$ cat config.mk
export PLATFORM = sky130hd
export DESIGN_NAME = clk_div_n_fsm
export DESIGN_NICKNAME = d
export VERILOG_FILES = /design/src/rtl/clk_div_n_pkg.sv /design/src/rtl/divn_counter.sv /design/src/rtl/clk_div_n_fsm.sv
export SDC_FILE = /design/constraint.sdc
export NUM_CORES = 1
export LEC_CHECK = 0
export ABC_CLOCK_PERIOD_IN_PS = 3100
export CAP_MARGIN = 20
export CORE_UTILIZATION = 53
export DETAILED_ROUTE_END_ITERATION = 12
export HOLD_SLACK_MARGIN = 0.1
export PLACE_DENSITY = 0.79
export SETUP_SLACK_MARGIN = 0.1
export SLEW_MARGIN = 20
export SYNTH_ARGS = -nofsm -noshare
export SYNTH_HDL_FRONTEND = slang
export SYNTH_SLANG_ARGS = --single-unit
$ cat constraint.sdc
create_clock -name clk -period 3.1 [get_ports clk]
set_input_delay 0.465 -clock clk [delete_from_list [all_inputs] [get_ports clk]]
set_output_delay 0.465 -clock clk [all_outputs]
set_load 0.03 [all_outputs]
$ cat src/rtl/clk_div_n_pkg.sv
// Purpose: shared types, constants and helpers for the divide-by-N strobe generator.
// Latency: n/a (declarations only).
// Backpressure: n/a.
// Contents: divn_state_e FSM encoding, DIVN_MIN smallest legal divisor,
//           divn_ceil_half() used to place the square-wave falling edge.
package clk_div_n_pkg;

    typedef enum logic [1:0] {
        IDLE,   // en low, counter parked at zero
        RUN,    // counting, no divisor waiting
        PEND    // counting, one accepted divisor waits for the period end
    } divn_state_e;

    localparam int unsigned DIVN_MIN = 1;

    // ceil(d/2): for odd divisors the extra count goes to the high half.
    function automatic logic [31:0] divn_ceil_half(input logic [31:0] d);
        return (d >> 1) + {31'd0, d[0]};
    endfunction

endpackage

$ cat src/rtl/divn_counter.sv
// Purpose: WIDTH-bit phase counter that wraps after reaching 'last'.
// Latency: count updates one edge after clr/hold; term is combinational.
// Backpressure: none; hold freezes the count, clr forces zero (clr wins).
// Ports: clk, reset (async, active-high), clr, hold, last (terminal value),
//        count (current phase), term (count == last).
module divn_counter #(
    parameter int WIDTH = 8
) (
    input  logic             clk,
    input  logic             reset,
    input  logic             clr,
    input  logic             hold,
    input  logic [WIDTH-1:0] last,
    output logic [WIDTH-1:0] count,
    output logic             term
);

    assign term = (count == last);

    always_ff @(posedge clk or posedge reset) begin
        if (reset) begin
            count <= '0;
        end else if (clr) begin
            count <= '0;
        end else if (!hold) begin
            count <= term ? '0 : count + WIDTH'(1);
        end
    end

endmodule

$ cat src/rtl/clk_div_n_fsm.sv
// Purpose: run-time programmable divide-by-N tick/square generator (clock enable, no gating).
// Latency: tick/sq/div_ready are combinational from registered state; a divisor
//          offered mid-period applies at the next period boundary.
// Backpressure: div_ready drops while one divisor is pending; div_valid is then
//          stalled (held by the source), never dropped.
// Ports: clk, reset (async, active-high), en, div_valid/div_in/div_ready (divisor
//        handshake), tick, sq, count, div_cur.
// Optional: define CLK_DIV_N_SYNC_CLR_EN to add input sync_clr (synchronous
//        phase restart that also applies any pending divisor).
module clk_div_n_fsm
    import clk_div_n_pkg::*;
#(
    parameter int WIDTH       = 8,
    parameter int DEFAULT_DIV = 3
) (
    input  logic             clk,
    input  logic             reset,
    input  logic             en,
    input  logic             div_valid,
    input  logic [WIDTH-1:0] div_in,
`ifdef CLK_DIV_N_SYNC_CLR_EN
    input  logic             sync_clr,
`endif
    output logic             div_ready,
    output logic             tick,
    output logic             sq,
    output logic [WIDTH-1:0] count,
    output logic [WIDTH-1:0] div_cur
);

    divn_state_e      state, state_n;
    logic [WIDTH-1:0] pend, pend_n;
    logic [WIDTH-1:0] div_cur_n;
    logic [WIDTH-1:0] div_fix;
    logic             cnt_clr;
    logic             term;
    logic             running;
    logic             wrap;
    logic             accept;
    logic             clr_req;

`ifdef CLK_DIV_N_SYNC_CLR_EN
    assign clr_req = sync_clr;
`else
    assign clr_req = 1'b0;
`endif

    assign running   = (state != IDLE);
    assign div_ready = (state != PEND);
    assign accept    = div_valid && div_ready;
    assign wrap      = running && term;
    // A zero divisor would make the terminal value underflow; treat it as 1.
    assign div_fix   = (div_in < WIDTH'(DIVN_MIN)) ? WIDTH'(DIVN_MIN) : div_in;

    assign tick = running && (count == '0);
    assign sq   = running && (32'(count) < divn_ceil_half(32'(div_cur)));

    divn_counter #(.WIDTH(WIDTH)) u_cnt (
        .clk   (clk),
        .reset (reset),
        .clr   (cnt_clr),
        .hold  (!running),
        .last  (div_cur - WIDTH'(1)),
        .count (count),
        .term  (term)
    );

    always_ff @(posedge clk or posedge reset) begin
        if (reset) begin
            state   <= IDLE;
            div_cur <= WIDTH'(DEFAULT_DIV);
            pend    <= '0;
        end else begin
            state   <= state_n;
            div_cur <= div_cur_n;
            pend    <= pend_n;
        end
    end

    // Every divisor change coincides with a count clear, so count never
    // exceeds the terminal value of the divisor in effect.
    always_comb begin
        state_n   = state;
        div_cur_n = div_cur;
        pend_n    = pend;
        cnt_clr   = 1'b0;
        case (state)
            IDLE: begin
                cnt_clr = 1'b1;
                if (accept) div_cur_n = div_fix;
                if (en)     state_n   = RUN;
            end
            RUN: begin
                if (!en) begin
                    cnt_clr = 1'b1;
                    state_n = IDLE;
                    if (accept) div_cur_n = div_fix;
                end else if (wrap || clr_req) begin
                    cnt_clr = 1'b1;
                    if (accept) div_cur_n = div_fix;
                end else if (accept) begin
                    pend_n  = div_fix;
                    state_n = PEND;
                end
            end
            PEND: begin
                if (!en) begin
                    cnt_clr   = 1'b1;
                    div_cur_n = pend;
                    state_n   = IDLE;
                end else if (wrap || clr_req) begin
                    cnt_clr   = 1'b1;
                    div_cur_n = pend;
                    state_n   = RUN;
                end
            end
            default: begin
                cnt_clr = 1'b1;
                state_n = IDLE;
            end
        endcase
    end

endmodule

==> results of run 1 <==
## synth_stat cells, drive strengths merged (2+ instances only)
cell type | number | share of area [%]
nand3 | 5 | 1.3
mux2 | 20 | 12
nand2 | 9 | 1.8
nor3 | 8 | 2.7
nand2b | 2 | 0.66
o21ai | 3 | 0.79
and3 | 3 | 0.99
buf | 5 | 1.3
ha | 16 | 11
a211o | 2 | 0.93
o211ai | 3 | 1.5
nor2b | 4 | 1.3
xor2 | 10 | 4.6
nand4 | 2 | 0.66
inv | 10 | 2.0
nor2 | 15 | 3.1
mux2i | 6 | 3.2
clkbuf | 3 | 0.60
a21o | 2 | 0.79
a211oi | 2 | 0.79
xnor2 | 10 | 4.6
a21oi | 5 | 1.3
dfrtp | 24 | 32
dfstp | 2 | 2.8
a31oi | 2 | 0.66
or2 | 2 | 0.66
nor4 | 4 | 1.3
## cell families after synthesis
group / synth area share [%]
DFF: 34.57
muxes: 15.10
xor gates and xnor gates: 9.271
AOI/OAI and AO/OA: 9.337
and+or+nand+nor: 17.28
buffers and inverters: 3.841
adders and majority gates: 10.60
## stage by stage
stage	worst slack (ns)	total power, mW	instance area (um^2)	hold WS [ns]
2_1_floorplan	0.4131	1.537	1889	0.4750
6_report	0.1830	2.310	2380	0.3486
4_1_cts	0.1180	2.178	2285	0.5278
3_3_place_gp	0.4806	1.845	2217	0.4835
5_1_grt	0.08580	2.448	2380	0.3574
3_5_place_dp	0.3934	1.917	2217	0.4917
## placed cells by master (no fill, tap or decap), drive strengths merged, types with 6 or more instances in the layout
cell type,n
clkdlybuf4s50,29
nor2,15
mux2i,6
ha,16
mux2,20
dfrtp,24
nor3,8
xor2,10
nand2,9
xnor2,10
inv,9
## per-layer routing
layer / routed length (um) / up-vias / track usage [%]
met2: 2263 / 43 / 43.16
met4: 70 / 0 / 8.254
li1: - / 738 / -
met5: 0 / - / 0
met1: 1884 / 733 / 27.72
met3: 160 / 8 / 3.727
## critical path, stage by stage (launching register included)
cell     delay, ns
dfstp_2       0.60
ha_4          0.16
ha_4          0.20
inv_4         0.05
ha_4          0.18
a21o_1        0.17
a21o_1        0.18
a21oi_2       0.12
nor2b_2       0.05
o21ai_1       0.13
a211o_1       0.16
buf_6         0.13
## power by group through the flow
| stage | Clock [mW] | Sequential [mW] | Combinational, mW |
|---|---|---|---|
| 6_report | 0.236 | 0.661 | 1.41 |
| 2_1_floorplan | 0 | 0.695 | 0.841 |
| 3_3_place_gp | 0 | 0.644 | 1.20 |
| 5_1_grt | 0.252 | 0.678 | 1.52 |
| 4_1_cts | 0.242 | 0.635 | 1.30 |
| 3_5_place_dp | 0 | 0.658 | 1.26 |
## final cells by class
cell class	count	area, um^2
Tap cell	46	57.56
Timing Repair Buffer	34	351.6
Clock inverter	1	30.03
Sequential cell	26	653.1
Fill cell	277	983.4
Multi-Input combinational cell	146	1225
Clock buffer	3	22.52
Inverter	10	40.04
## state kept, by name (all words and copies together), names as in the netlist
| signal | flops |
|---|---|
| state | 2 |
| pend | 8 |
| u_cnt.count | 8 |
| div_cur | 8 |
## final timing paths
path	start	to	depth (start not counted)
worst min register to register	pend[7]	pend[7]	1
max in group asynchronous	reset	div_cur[0]	3
worst max-delay path	div_cur[1]	sq	11
min in group clk	pend[7]	pend[7]	1
worst min-delay path	reset	pend[3]	2
worst max register to register	div_cur[0]	pend[2]	10
## timing repair
| item | CTS | global route |
|---|---|---|
| gates resized for setup | 1 | 12 |
| setup endpoints to repair | 1 | 1 |
| pin swaps | 0 | 6 |
| buffers inserted | 2 | 0 |
==> impl_metrics.csv, run 1 <==
group,metric,value,unit
layout,instances_no_fill,266,
power_and_ir_drop,p_clk_share,10.2,%
power_and_ir_drop,p_int,1.291,mW
power_and_ir_drop,power.leakage,0.9838,nW
placed_design,gp_congestion,0.8984,
run,cap_violations,0,
timing,slew_headroom,61.29,%
grt,grt_pass1_vias,1474,
route,wl_per_cell,16.46,um
cts,hold_buffers,0,
yosys,seq_area_frac_synth,34.57,%
floorplanning,num_rows,21,
route,detail-route-antenna-nets,0,
layout,fin_nets,249,
yosys,syn_inst,190,
yosys,synth-async-reset-ratio,100.0,%
yosys,synth_ff_type,"dfrtp_1",
worst_setup_path,path_max_fanout,2,
grt,antenna_found_initial,0,
power_and_ir_drop,p_sw_share,44.11,%
worst_setup_path,worstSetupEndpointType,"output pin",
cts,insertion_delay,0.32,ns
layout,drive_gt1_share,20.45,%
power_and_ir_drop,ir_drop,0.4827,mV
power_and_ir_drop,p_seq_share,28.6,%
run_status,outcome,"finished clean",
timing,rsz0062_at_grt,"no",
timing,hold_viol,0,
floorplanning,initial_core_util,56.18,%
yosys,ys_ff_latch,26,
yosys,syn_area_per_cell,9.944,um^2
route,vias,1522,
cts,cts_tree,"done",
timing,fin_crit,2.917,ns
layout,fin_util,70.76,%
power_and_ir_drop,pwr_density_cell,970.8,mW/mm^2
layout,diodes,0,
route,drcViolationCount,0,
floorplanning,fp.dieH,61.71,um
grt,grt_pass1_wl,6458,um
floorplanning,core_area,0.003363,mm^2
hold_path,hold_class,"in2async",
cts,path_clk_slew,0.15,ns
power_and_ir_drop,combPwrFrac,61.2,%
worst_setup_path,start_kind,"register",
timing,tightestPinTransition,0.5781,ns
placed_design,dp.cells,259,
yosys,syn_nets,218,
route,vias_per_cell,5.722,
route,drt_pass1_iterations,4,
grt,gr-usage-all-layers,23.49,%
yosys,ys_types,42,
timing,tns,0,ns
cts,cts_made_buffers,3,
yosys,synth_warnings,0,
power_and_ir_drop,switching_power,1.019,mW
cts,root_buffer,"clkbuf_4",
worst_setup_path,crit_type,"reg2out",
route,wl,4378,um
timing,fin_skew,0.001286,ns
route,drt_iter0_drc,76,
cts,htree_levels,1,
layout,area_growth,25.96,%
worst_setup_path,reg2reg_slack,0.36,ns
floorplanning,die_area,0.003808,mm^2
worst_setup_path,worst_ep_required_time,2.63,ns
floorplanning,ioPinCount,31,
cts,cts_sinks,26,
yosys,synth_enable_flop_cells,0,
yosys,netlist_area,0.001889,mm^2
timing,report.final.slew_viol_count,0,
timing,fmax,342.8,MHz
timing,finalSetupViolCount,0,
placed_design,portBuffers,30,
placed_design,dp_hpwl,3157,um
grt,grt_overflow_total,0,
grt,grt_max_degree,27,
timing,period_share,94.10,%
cts,clk_path_buf_depth,2,
worst_setup_path,cp.arrival,2.45,ns
floorplanning,die_w,61.71,um
Power figures use the tool's default switching activity.
==> run 2, diff against run 1 <==
ABC_AREA = 1   (was not set)
CORE_UTILIZATION = 54   (was 53)
HOLD_SLACK_MARGIN = not set   (was 0.1)
PLACE_DENSITY = 0.8   (was 0.79)
SLEW_MARGIN = 40   (was 20)
==> impl_metrics.csv, run 2 <==
group,metric,value,unit
run_status,outcome,"finished clean",
grt,antenna_found_initial,0,
yosys,synth.area.top_cells,"dfrtp_1 30%, nand2_1 16%, ha_1 10%, nand3_1 6.5%, xor2_1 5.3%",
yosys,syn_area_per_cell,7.484,um^2
yosys,netlist_area,0.001998,mm^2
worst_setup_path,start_kind,"register",
grt,grt_max_degree,27,
yosys,syn_nets,295,
timing,period_share,93.34,%
timing,fin_skew,0.006310,ns
floorplanning,num_rows,21,
placed_design,portBuffers,30,
worst_setup_path,cp_slowest_stage_delay,0.59,ns
floorplanning,fp.dieH,62.83,um
yosys,synth_enable_flop_cells,0,
cts,root_buffer,"clkbuf_8",
cts,clk_path_buf_depth,2,
worst_setup_path,worstSetupEndpointType,"output pin",
placed_design,gp_congestion,0.8531,
timing,hold_ws,0.4832,ns
layout,fillers,285,
worst_setup_path,worst_ep_required_time,2.63,ns
yosys,synth.top_cells.by_count,"87 x nand2_1, 26 x inv_1, 26 x nand3_1, 24 x dfrtp_1, 16 x ha_1",
worst_setup_path,crit_family,"flip-flops",
layout,reg_top3,"div_cur: 8 flops, pend: 8 flops, u_cnt.count: 8 flops",
power_and_ir_drop,pwr_density_cell,915.1,mW/mm^2
yosys,synth.top_cell.area_share,30.06,%
cts,hold_buffers,0,
route,drt_pass1_iterations,4,
cts,cts_tree,"done",
layout,area_growth,23.36,%
timing,slew_headroom,60.17,%
yosys,syn_inst,267,
yosys,ys_ff_latch,26,
yosys,ys_types,30,
cts,path_clk_slew,0.10,ns
grt,use_met1,31.19,%
layout,layout_common_cells,"86 x nand2_1, 29 x clkdlybuf4s50_1, 25 x inv_1, 25 x nand3_1, 24 x dfrtp_1",
run,cap_violations,0,
grt,use_met2,39.54,%
timing,fin_crit,2.894,ns
yosys,yosysMostFrequentCell,"nand2_1",
grt,grt_pass1_vias,1507,
worst_setup_path,path_common_cell,"ha_4",
floorplanning,die_w,62.83,um
route,vias_per_cell,5.099,
worst_setup_path,path_cells,"ha_4 -> ha_4 -> nand2_2 -> nor2_2 -> xor2_1 -> inv_1 -> ha_1 -> nand3_1 -> nand2_1 -> a311oi_2 -> buf_4",
cts,cts_made_buffers,3,
timing,hold_viol,0,
worst_setup_path,slowest_stage,"dfstp_2",
worst_setup_path,crit_buf_inv,2,
worst_setup_path,crit_type,"reg2out",
hold_path,hold_class,"reg2reg",
route,drcViolationCount,0,
cts,cts_sinks,26,
layout,drive_gt1_share,14.05,%
route,detail-route-antenna-nets,0,
yosys,synth_warnings,0,
layout,diodes,0,
worst_setup_path,cp.arrival,2.43,ns
cts,htree_levels,1,
route,drt_iter0_drc,97,
power_and_ir_drop,ir_drop,0.4140,mV
grt,met3_usage,3.285,%
grt,grt_pass1_wl,7196,um
timing,rsz0062_at_grt,"yes",
timing,tns,0,ns
grt,gr-usage-all-layers,23.64,%
power_and_ir_drop,total_power,2.256,mW
floorplanning,initial_core_util,58.05,%
route,wl,4339,um
route,vias,1759,
floorplanning,ioPinCount,31,
route,wl_per_cell,12.58,um
worst_setup_path,path_max_fanout,3,
placed_design,dp_hpwl,3215,um
timing,fmax,345.6,MHz
floorplanning,die_area,0.003948,mm^2
yosys,synth-async-reset-ratio,100.0,%
layout,layout_commonest_cell,"nand2_1",
yosys,synth_ff_type,"dfrtp_1",
floorplanning,core_area,0.003442,mm^2
yosys,seq_area_frac_synth,32.69,%
power_and_ir_drop,power.leakage,1.191,nW
cts,insertion_delay,0.28,ns
layout,fin_nets,328,
grt,top_usage_layer,"met2",
yosys,synth_top_area_cell,"dfrtp_1",
timing,tightestPinTransition,0.5912,ns
timing,report.final.slew_viol_count,0,
timing,finalSetupViolCount,0,
grt,grt_overflow_total,0,
## run 2: repair_timing
action	4_1_cts	5_1_grt
resized for setup	0	11
endpoints found under the setup margin	0	1
setup buffers	0	4
## run 2: worst paths after layout
path,start,endpoint,slack [ns],cells after the start
min reg2reg,pend[0],pend[0],0.48,2
max,div_cur[1],sq,0.21,11
min,pend[0],pend[0],0.48,2
max in group asynchronous,reset,div_cur[0],2.19,2
max reg2reg,div_cur[0],pend[2],0.79,14
min in group asynchronous,reset,pend[2],0.54,2
## run 2: area by class of cell
class	count	area (um^2)	area share (%)
clock inverters	1	30.03	1.218
inverters	30	112.6	4.569
flip-flops and latches	26	653.1	26.50
well taps	46	57.56	2.335
clock buffers	3	41.29	1.675
multi-input cells	205	1242	50.41
repair buffers	34	327.8	13.30
## run 2: kinds of logic after synthesis
| kind of cell | count (synthesis) | share of synthesized area [%] |
|---|---|---|
| xor gates and xnor gates | 14 | 6.137 |
| DFF | 26 | 32.69 |
| AOI/OAI and AO/OA | 24 | 8.078 |
| adders and majority gates | 16 | 10.02 |
| buffers and inverters | 36 | 7.889 |
| and+or+nand+nor | 151 | 35.19 |
## run 2: routing by layer
metal / wire, um / up-vias
met4: 44 / 0
met2: 2106 / 34
met1: 2038 / 795
met5: 0 / -
li1: - / 926
met3: 149 / 4
## run 2: tightest hold or removal path, stage by stage, from the launching register on
cell	delay, ns
dfrtp_1	0.36
nand2_1	0.05
nand2_1	0.05
## run 2: stage by stage
| step | instances | setup WS, ns | cell area (um^2) | util, % |
|---|---|---|---|---|
| after floorplan | 267 | 0.3594 | 2004 | - |
| after global placement | 337 | 0.5565 | 2315 | 67.25 |
| after detailed placement | 337 | 0.4764 | 2315 | 67.25 |
| after CTS | 341 | 0.1621 | 2386 | 69.32 |
| after global routing | 345 | 0.03553 | 2465 | 71.61 |
| final | 345 | 0.2064 | 2465 | 71.61 |
## run 2: power by group
group	total (mW)	switching (mW)	internal, mW
Sequential	0.646	0.180	0.466
Clock	0.287	0.113	0.173
Combinational	1.32	0.803	0.519
==> run 3, diff against run 2 <==
PLACE_DENSITY = 0.79   (was 0.8)
RECOVER_POWER = 100   (was not set)
SYNTH_HIERARCHICAL = 1   (was not set)
==> impl_metrics.csv, run 3 <==
group,metric,value,unit
run_status,outcome,"finished clean",
placed_design,pre_cts_ws,0.3404,ns
route,detail-route-antenna-nets,0,
worst_setup_path,path_max_fanout,2,
cts,cts_sinks,26,
yosys,netlist_area,0.002057,mm^2
timing,setup_ws,0.1792,ns
cts,root_buffer,"clkbuf_8",
worst_setup_path,worst_ep_required_time,2.63,ns
worst_setup_path,reg2reg_depth,18,
yosys,synthAdderAreaFrac,9.124,%
hold_path,hold_start,"pend[3]",
cts,cts_made_buffers,3,
route,drt_pass1_iterations,4,
route,vias,1785,
timing,period_share,94.22,%
floorplanning,core_area,0.003661,mm^2
placed_design,dp_hpwl,3174,um
placed_design,dpl_cell_area,0.002371,mm^2
yosys,synth_compound_area_share,7.603,%
yosys,synth.top_cell.area_share,29.20,%
power_and_ir_drop,pwr_density_cell,850.6,mW/mm^2
cts,htree_levels,1,
layout,multiInputGateArea,0.001185,mm^2
yosys,synth-async-reset-ratio,100.0,%
timing,fmax,342.4,MHz
yosys,synth-simple-area-share,32.24,%
cts,clk_path_buf_depth,2,
worst_setup_path,start_kind,"register",
route,vias_per_cell,5.028,
yosys,synth_top_family_by_area,"simple AND/OR/NAND/NOR gates",
timing,slew_headroom,55.04,%
floorplanning,ioPinCount,31,
timing,fin_skew,0.006300,ns
grt,antenna_found_initial,0,
yosys,syn_inst,275,
yosys,ys_ff_latch,26,
floorplanning,die_w,63.72,um
layout,layout_common_cells,"89 x nand2_1, 35 x inv_1, 24 x dfrtp_1",
yosys,synth_warnings,6,
yosys,synth.top_cells.by_count,"88 x nand2_1, 35 x inv_1, 24 x dfrtp_1, 15 x ha_1, 15 x nor2_1",
yosys,syn_area_per_cell,7.480,um^2
placed_design,dp.cells,348,
floorplanning,initial_core_util,56.19,%
cts,cts_tree,"done",
layout,layout_commonest_cell,"nand2_1",
yosys,synth_xor_area_share,8.090,%
worst_setup_path,crit_type,"reg2out",
grt,grt_pass1_vias,1677,
yosys,ys_types,28,
floorplanning,num_rows,22,
run,cap_violations,0,
layout,diodes,0,
layout,reg_top3,"div_cur: 8 flops, pend: 8 flops, u_cnt/count: 8 flops",
cts,insertion_delay,0.27,ns
layout,ff_latch_area,653.1,um^2
grt,gr-usage-all-layers,23.41,%
cts,path_clk_slew,0.10,ns
yosys,syn_nets,302,
worst_setup_path,cp.arrival,2.46,ns
timing,tns,0,ns
layout,drive_gt1_share,13.03,%
worst_setup_path,worstSetupEndpointType,"output pin",
timing,finalSetupViolCount,0,
timing,hold_viol,0,
worst_setup_path,reg2reg_slack,0.27,ns
worst_setup_path,path_cells,"ha_2 -> ha_2 -> nand3_2 -> nor3_2 -> xnor2_1 -> ha_1 -> nand2_1 -> inv_1 -> nand2_1 -> nand4_1 -> a21oi_2 -> buf_4",
grt,grt_overflow_total,0,
yosys,synth_top_area_cell,"dfrtp_1",
route,wl,4338,um
worst_setup_path,crit_family,"adder cells",
timing,fin_crit,2.921,ns
route,drt_iter0_drc,71,
yosys,synth_enable_flop_cells,0,
yosys,synth_ff_type,"dfrtp_1",
hold_path,hold_path_depth,2,
hold_path,hold_class,"reg2reg",
layout,fin_util,66.81,%
grt,grt_pass1_wl,7527,um
yosys,synth.area.top_cells,"dfrtp_1 29%, nand2_1 16%, ha_1 9.1%, inv_1 6.4%, xor2_1 5.5%",
worst_setup_path,timing.rr.end,"u_cnt/count[6]",
layout,design_area,0.002446,mm^2
timing,report.final.slew_viol_count,0,
worst_setup_path,slowest_stage,"dfstp_1",
floorplanning,die_area,0.004060,mm^2
floorplanning,fp.dieH,63.72,um
worst_setup_path,rr_startpoint,"div_cur[0]",
timing,rsz0062_at_grt,"yes",
power_and_ir_drop,ir_drop,0.4469,mV
layout,fillers,310,
worst_setup_path,cp_slowest_stage_delay,0.55,ns
hold_path,whs_endpoint,"pend[3]",
grt,grt_max_degree,19,
route,drcViolationCount,0,
power_and_ir_drop,power.leakage,1.263,nW
route,wl_per_cell,12.22,um
layout,area_growth,18.92,%
yosys,seq_area_frac_synth,31.75,%
yosys,yosysMostFrequentCell,"nand2_1",
placed_design,portBuffers,30,
layout,instances_no_fill,355,
cts,hold_buffers,0,
timing,tightestPinTransition,0.6702,ns
placed_design,gp_congestion,0.8382,
worst_setup_path,crit_buf_inv,2,
layout,fin_nets,335,
yosys,synthMuxAreaShare,1.460,%
-- run 3: cell count changes after synthesis, sizes merged, moves of 3 or more --
cell    change
clkbuf      -3
inv        +11
xnor2       +4
o21a        -5
nand3      -15
nor2        +4
mux2i       +3
o21ai       +4
-- run 3: layout make-up --
class	count	share of cell area (%)
multi-input cells	203	48.44
clock inverters	1	1.228
clock buffers	3	1.688
flip-flops and latches	26	26.70
inverters	41	6.394
well taps	48	2.455
repair buffers	33	13.09
-- run 3: cells by family (layout without fill, tap and decap cells) --
kind of cell,Yosys count,count (layout)
AOI/OAI and AO/OA,23,23
xor gates and xnor gates,19,19
adders and majority gates,15,15
buffers and inverters,46,78
DFF,26,26
muxes,3,3
and+or+nand+nor,143,143
-- run 3: report_power, final --
group | switching (mW) | internal [mW] | total, mW
clock | 0.110 | 0.173 | 0.283
combinational | 0.746 | 0.456 | 1.20
sequential | 0.135 | 0.460 | 0.595
-- run 3: worst reg2reg max path, stage by stage, from the launching register on --
cell and delay, ns:
dfstp_1 0.55, buf_4 0.13, inv_1 0.10, ha_1 0.24, nand2_1 0.13, nor3_2 0.06
xor2_1 0.17, xnor2_1 0.14, nand2_1 0.08, nor2_1 0.17, nand2_4 0.10, inv_1 0.08
nand2_2 0.09, nand3_2 0.09, nor2_2 0.08, nor2_1 0.20, nand3_2 0.09, xor2_1 0.16
a21oi_2 0.12
-- run 3: stage by stage --
stage | power, mW | hold WS [ns]
2_1_floorplan | 1.522 | 0.2807
3_3_place_gp | 1.794 | 0.4547
3_5_place_dp | 1.817 | 0.4590
4_1_cts | 2.142 | 0.4601
5_1_grt | 2.256 | 0.4950
6_report | 2.081 | 0.4783
-- run 3: what timing repair did --
action | in CTS | in global routing
cloned | 0 | 0
resized for setup | 4 | 3
pin swaps | 1 | 1
setup buffers | 3 | 0
setup endpoints to repair | 1 | 3
-- run 3: worst max-delay path by stage --
stage	from	endpoint	cells past startpoint
2_1_floorplan	div_cur[1]	sq	11
3_3_place_gp	div_cur[1]	sq	12
3_5_place_dp	div_cur[1]	sq	12
4_1_cts	div_cur[0]	sq	12
5_1_grt	div_cur[0]	u_cnt/count[5]	19
6_report	div_cur[0]	sq	12
-- run 3: routing by layer --
layer,share of wire (%),vias up,GRT usage (%)
met5,0,-,0
met4,0.58,0,7.670
met3,3.2,2,2.174
met2,49,32,39.23
met1,47,832,31.41
li1,-,919,-
